==> src/rtl/gpio_pkg.sv <==
// Shared constants and address-decode helper for the memory-mapped GPIO port.
package gpio_pkg;

    localparam logic [2:0] GPIO_DIR      = 3'd0;
    localparam logic [2:0] GPIO_DATA     = 3'd1;
    localparam logic [2:0] GPIO_IRQ_EN   = 3'd2;
    localparam logic [2:0] GPIO_EDGE     = 3'd3;
    localparam logic [2:0] GPIO_FLAG     = 3'd4;
    localparam logic [2:0] GPIO_DEBOUNCE = 3'd5;

    localparam int GPIO_NREGS = 6;

    // deb_q refills 3 cycles after reset release; one more lets deb_q_prev catch up
    localparam logic [2:0] GPIO_ARM_CYC = 3'd4;

    function automatic logic gpio_hit(
        input logic [23:0] addr,
        input logic [23:0] base,
        input logic [2:0]  off
    );
        return addr == (base + {21'd0, off});
    endfunction

endpackage

==> src/rtl/gpio_debounce.sv <==
// Per-pin two-flop synchroniser followed by a stable-cycle debounce counter.
module gpio_debounce
    import gpio_pkg::*;
#(
    parameter int DEB_W = 8
) (
    input  logic             clk,
    input  logic             reset,
    input  logic             pin_i,
    input  logic [DEB_W-1:0] n_i,
    output logic             deb_o
);

    logic             s1_q;
    logic             s2_q;
    logic             deb_q;
    logic             deb_d;
    logic [DEB_W-1:0] cnt_q;
    logic [DEB_W-1:0] cnt_d;

    always_comb begin
        deb_d = deb_q;
        cnt_d = '0;
        if (s2_q != deb_q) begin
            if (cnt_q >= n_i) begin
                deb_d = s2_q;
            end else begin
                cnt_d = cnt_q + DEB_W'(1);
            end
        end
    end

    always_ff @(posedge clk) begin
        if (reset) begin
            s1_q  <= 1'b0;
            s2_q  <= 1'b0;
            deb_q <= 1'b0;
            cnt_q <= '0;
        end else begin
            s1_q  <= pin_i;
            s2_q  <= s1_q;
            deb_q <= deb_d;
            cnt_q <= cnt_d;
        end
    end

    assign deb_o = deb_q;

endmodule

==> src/rtl/gpio_port.sv <==
// Memory-mapped GPIO port: direction/data/IRQ registers, debounced inputs,
// edge-detect flags with write-1-to-clear and an OR-bus-safe read port.
module gpio_port
    import gpio_pkg::*;
#(
    parameter logic [23:0] BASE_ADDR = 24'h2060,
    parameter int          WIDTH     = 8,
    parameter int          DEB_W     = 8
) (
    input  logic             clk,
    input  logic             reset,
    input  logic             bus_write,
    input  logic             bus_read,
    input  logic [23:0]      bus_address_in,
    input  logic [7:0]       bus_data_in,
    output logic [7:0]       bus_data_out,
    input  logic [WIDTH-1:0] pin_in,
    output logic [WIDTH-1:0] pin_out,
    output logic [WIDTH-1:0] pin_oe,
    output logic             irq
);

    localparam int NW = (DEB_W < 8) ? DEB_W : 8;

    logic [WIDTH-1:0] dir_q, dir_d;
    logic [WIDTH-1:0] dout_q, dout_d;
    logic [WIDTH-1:0] ien_q, ien_d;
    logic [WIDTH-1:0] edge_q, edge_d;
    logic [WIDTH-1:0] flag_q, flag_d;
    logic [NW-1:0]    debn_q, debn_d;
    logic [WIDTH-1:0] prev_q;
    logic [2:0]       arm_q, arm_d;

    logic [GPIO_NREGS-1:0] hit;
    logic [GPIO_NREGS-1:0] we;
    logic [WIDTH-1:0]      wdat;
    logic [WIDTH-1:0]      deb;
    logic [WIDTH-1:0]      din;
    logic [WIDTH-1:0]      edge_hit;
    logic [WIDTH-1:0]      set;
    logic [DEB_W-1:0]      n_ext;
    logic                  armed;
    logic [7:0]            rdata;

    always_comb begin
        for (int k = 0; k < GPIO_NREGS; k++) begin
            hit[k] = gpio_hit(bus_address_in, BASE_ADDR, 3'(k));
        end
    end

    assign we    = hit & {GPIO_NREGS{bus_write}};
    assign wdat  = bus_data_in[WIDTH-1:0];
    assign n_ext = DEB_W'(debn_q);

    for (genvar i = 0; i < WIDTH; i++) begin : g_pin
        gpio_debounce #(
            .DEB_W (DEB_W)
        ) u_deb (
            .clk   (clk),
            .reset (reset),
            .pin_i (pin_in[i]),
            .n_i   (n_ext),
            .deb_o (deb[i])
        );
    end

    assign din      = (dir_q & dout_q) | (~dir_q & deb);
    assign edge_hit = ~dir_q & ((edge_q & deb & ~prev_q)
                              | (~edge_q & ~deb & prev_q));
    assign armed    = (arm_q == GPIO_ARM_CYC);
    assign set      = armed ? edge_hit : '0;

    always_comb begin
        dir_d  = we[GPIO_DIR]      ? wdat : dir_q;
        dout_d = we[GPIO_DATA]     ? wdat : dout_q;
        ien_d  = we[GPIO_IRQ_EN]   ? wdat : ien_q;
        edge_d = we[GPIO_EDGE]     ? wdat : edge_q;
        debn_d = we[GPIO_DEBOUNCE] ? bus_data_in[NW-1:0] : debn_q;
        // a new edge in the same cycle as its clear keeps the flag set
        flag_d = (flag_q & ~(we[GPIO_FLAG] ? wdat : '0)) | set;
        arm_d  = armed ? arm_q : arm_q + 3'd1;
    end

    always_ff @(posedge clk) begin
        if (reset) begin
            dir_q  <= '0;
            dout_q <= '0;
            ien_q  <= '0;
            edge_q <= '0;
            flag_q <= '0;
            debn_q <= '0;
            prev_q <= '0;
            arm_q  <= '0;
        end else begin
            dir_q  <= dir_d;
            dout_q <= dout_d;
            ien_q  <= ien_d;
            edge_q <= edge_d;
            flag_q <= flag_d;
            debn_q <= debn_d;
            prev_q <= deb;
            arm_q  <= arm_d;
        end
    end

    always_comb begin
        rdata = 8'h00;
        if (bus_read) begin
            unique case (1'b1)
                hit[GPIO_DIR]:      rdata = 8'(dir_q);
                hit[GPIO_DATA]:     rdata = 8'(din);
                hit[GPIO_IRQ_EN]:   rdata = 8'(ien_q);
                hit[GPIO_EDGE]:     rdata = 8'(edge_q);
                hit[GPIO_FLAG]:     rdata = 8'(flag_q);
                hit[GPIO_DEBOUNCE]: rdata = 8'(debn_q);
                default:            rdata = 8'h00;
            endcase
        end
    end

    assign bus_data_out = rdata;
    assign pin_out      = dout_q;
    assign pin_oe       = dir_q;
    assign irq          = |(flag_q & ien_q);

endmodule

==> config.mk <==
export PLATFORM = sky130hd
export DESIGN_NAME = gpio_port
export DESIGN_NICKNAME = d
export VERILOG_FILES = /design/src/rtl/gpio_pkg.sv /design/src/rtl/gpio_debounce.sv /design/src/rtl/gpio_port.sv
export SDC_FILE = /design/constraint.sdc
export NUM_CORES = 1
export LEC_CHECK = 0
export CAP_MARGIN = 20
export CORE_ASPECT_RATIO = 0.8
export CORE_MARGIN = 2
export CORE_UTILIZATION = 40
export DETAILED_ROUTE_END_ITERATION = 10
export PLACE_DENSITY_LB_ADDON = 0.2
export SLEW_MARGIN = 0
export SYNTH_ARGS = -nofsm -noshare
export SYNTH_HDL_FRONTEND = slang
export SYNTH_HIERARCHICAL = 1
export SYNTH_SLANG_ARGS = --single-unit
==> constraint.sdc <==
create_clock -name clk -period 4.8 [get_ports clk]
set_input_delay 1.44 -clock clk [delete_from_list [all_inputs] [get_ports clk]]
set_output_delay 1.44 -clock clk [all_outputs]
set_load 0.005 [all_outputs]
==> summary.txt <==
CP Launch Type - input port
port bufs - 68
Routed Antenna Nets - 0
CP arrival - 3.41 ns
Initial Util - 40.5%
initial antenna violation count - 0
gr usage total - 19.0%
Setup Skew - 0.00990 ns
fraction of registers with async set/reset - 0%
clk_lat worst skew - 0.42 ns
via count - 6,208
H-tree Lvls - 4
maxcap violations - 0
DR iter-0 viols - 353
CTS hold repair buffers - 0
cell mode on critical path - clkdlybuf4s50_1
P_leak - 0.00391 µW
crit share post-route - 101%
Netlist cell types - 44
die area - 21,100 µm²
synthesized area - 7970 µm²
critical path's slowest cell - clkdlybuf4s50_1
slew margin rel. - 50.8%
Area Growth Syn to Fin - 24.7%
Filler cells - 1,872
min cycle time layout - 4.85 ns
post-synthesis sequential area ratio - 36.9%
kind of critical path - input port to primary output
unrepaired setup endpoints after global routing - true
Die H - 130 µm
vias in the first global route - 5,944
GRT Residual Overflow - 0
clock slew at reported path FFs - 0.06 ns
Non-Filler Instances - 1,261
met2 usage - 30.8%
Wirelength per Cell - 15.3 µm
hold path depth - 1
number of synthesized flops with an enable pin - 0
syn_nets - 1,012
Worst Slack Setup Final - -0.0508 ns
CTS max path bufs - 2
final hold violations - 0
Ys Warns - 6
failing checks - setup timing
Vias/cell - 4.92
DRC Markers - 0
core area - 19,700 µm²
Final setup viols - 1
Pre-antenna DRT Iters - 5
GPL Wtd Cong - 0.822
status - complete, but fails checks
pre-CTS setup slack - -0.110 ns
Final TNS setup - -0.0508 ns
die width - 162 µm
CTS root buf - clkbuf_16
met3 Use GR - 4.13%
# IOs - 69
Cells after Synth - 894
fraction of layout cells with a size suffix above 1 - 10.4%
# diodes - 0
Hold WC Path Type - register to register
register bit total from synthesis - 147
floorplan row count - 46
Pwr Total - 2730 µW
GRT met1 Usage - 26.0%
CTS buffer count - 17
largest net degree at the start of global routing - 76
WP data required - 3.36 ns
busiest layer in global routing - met2
placed insts - 1,229
Main synth FF type - dfxtp_1
CP endpoint kind - primary output
pwr dens - 275 nW/µm²
CP max FO - 20
worst-path cell chain - clkdlybuf4s50_1 > nor4b_2 > nand4b_1 > buf_6 > nor4_2 > o21a_1 > clkdlybuf4s50_1
total wire length - 19,300 µm
worst-margin pin slew - 0.738 ns
maximum vdd drop - 0.000170 V
Max Clock Freq - 206 MHz
Clock Sinks - 147
CP peak stage delay - 0.51 ns
nets - 1,103
TritonCTS clock tree - done
first-pass GRT wire length - 31,200 µm
fin. max-slew vios - 0
R2R cell count - 6
syn_area_per_cell - 8.92 µm²
Post-DP HPWL - 13,500 µm
-- cells in the mapped netlist (all sizes together), types with 3 or more instances --
library cell	n	area share, %
or3	4	0.38
and3	8	0.63
mux2	16	2.3
clkbuf	17	0.80
nand2	44	2.1
dfxtp	147	37
a21oi	33	2.1
xor2	16	1.8
nor3	10	0.63
o211ai	8	0.75
nand3	18	1.1
nor3b	8	0.75
nor2	99	4.7
nor2b	33	2.6
o31ai	8	0.75
nand4b	3	0.33
ha	74	12
a211oi	8	0.75
xnor2	41	4.5
a22oi	12	1.1
nand2b	65	5.1
nor4	19	1.7
a2bb2oi	8	0.88
o21ai	24	1.5
mux2i	56	7.0
inv	82	3.9
buf	7	0.49
a2111o	8	1.1
o21a	8	0.75
-- timing repair --
action | in CTS | in global routing
gates resized for setup | 12 | 30
setup buffers | 0 | 1
setup endpoints to repair | 8 | 8
pin swaps | 0 | 4
-- cells in the final DEF (no fill, tap or decap), drive strengths merged, types with 3 or more instances in the layout --
cell type | synthesis | final
dfxtp | 147 | 147
nor2 | 99 | 99
inv | 82 | 82
ha | 74 | 74
nand2b | 65 | 65
clkdlybuf4s50 | 0 | 59
mux2i | 56 | 56
nand2 | 44 | 44
xnor2 | 41 | 41
nor2b | 33 | 33
a21oi | 33 | 33
buf | 7 | 29
o21ai | 24 | 24
clkbuf | 17 | 23
nor4 | 19 | 19
nand3 | 18 | 18
mux2 | 16 | 16
xor2 | 16 | 16
a22oi | 12 | 12
nor3 | 10 | 10
o21a | 8 | 8
nor3b | 8 | 8
o31ai | 8 | 8
o211ai | 8 | 8
a211oi | 8 | 8
a2111o | 8 | 8
and3 | 8 | 8
a2bb2oi | 8 | 8
dlymetal6s2s | 0 | 7
or3 | 4 | 4
clkinv | 0 | 4
nand4b | 3 | 3
-- layer usage --
metal / vias to the layer above / wire length [µm]
met5: - / 0
li1: 3238 / -
met1: 2889 / 9600
met2: 72 / 8830
met4: 0 / 123
met3: 9 / 715
-- flip-flops by register name, indices dropped and copies added (netlist names) --
name and cells:
edge_q 8, g_pin.u_deb/s1_q 8, prev_q 8, arm_q 3
flag_q 8, g_pin.u_deb/cnt_q 64, pin_out 8, debn_q 8
g_pin.u_deb/deb_o 8, ien_q 8, pin_oe 8, g_pin.u_deb/s2_q 8
-- cell type report --
| type | instances | area (µm²) | share of cell area (%) |
|---|---|---|---|
| Tap cell | 264 | 330 | 3.32 |
| Sequential cell | 147 | 2940 | 29.6 |
| Clock inverter | 8 | 98.8 | 0.994 |
| Timing Repair Buffer | 96 | 932 | 9.38 |
| Multi-Input combinational cell | 641 | 4820 | 48.5 |
| Clock buffer | 23 | 508 | 5.11 |
| Inverter | 82 | 308 | 3.10 |
-- stage by stage --
stage / hold slack, ns / instance area, µm² / utilization, %
after global routing: 0.453 / 9940 / 50.5
after detailed placement: 0.423 / 9090 / 46.2
after global placement: 0.417 / 9090 / 46.2
after floorplan: 0.414 / 7970 / -
after CTS: 0.439 / 9760 / 49.6
final: 0.433 / 9940 / 50.5
-- critical path, delay by kind of cell --
kind	cells	cell delay, ns
compound gates	1	0.16
buf+inv	3	1.14
simple gates	3	0.66
-- final timing paths --
check                                       endpoint  slack [ns]                            from
setup / recovery                     bus_data_out[5]       -0.05               bus_address_in[3]
setup reg to reg  g_pin[7].u_deb/cnt_q[6]$_SDFF_PP0_        2.62          debn_q[1]$_SDFFE_PP0P_
hold / removal        g_pin[1].u_deb/s2_q$_SDFF_PP0_        0.43  g_pin[1].u_deb/s1_q$_SDFF_PP0_
hold reg to reg       g_pin[1].u_deb/s2_q$_SDFF_PP0_        0.43  g_pin[1].u_deb/s1_q$_SDFF_PP0_
-- kinds of logic after synthesis --
| group | after synthesis | share of synthesized area (%) |
|---|---|---|
| xor+xnor | 57 | 6.26 |
| buf+inv | 106 | 5.15 |
| simple gates | 321 | 21.1 |
| mux | 72 | 9.29 |
| fa+ha+maj | 74 | 11.6 |
| compound gates | 117 | 9.73 |
| flops | 147 | 36.9 |
-- power breakdown --
group          internal [µW]  switching [µW]
clock network            844             514
logic                   73.2            59.1
registers               1230            9.15
total                   2150             582
(Power assumes the default switching activity.)
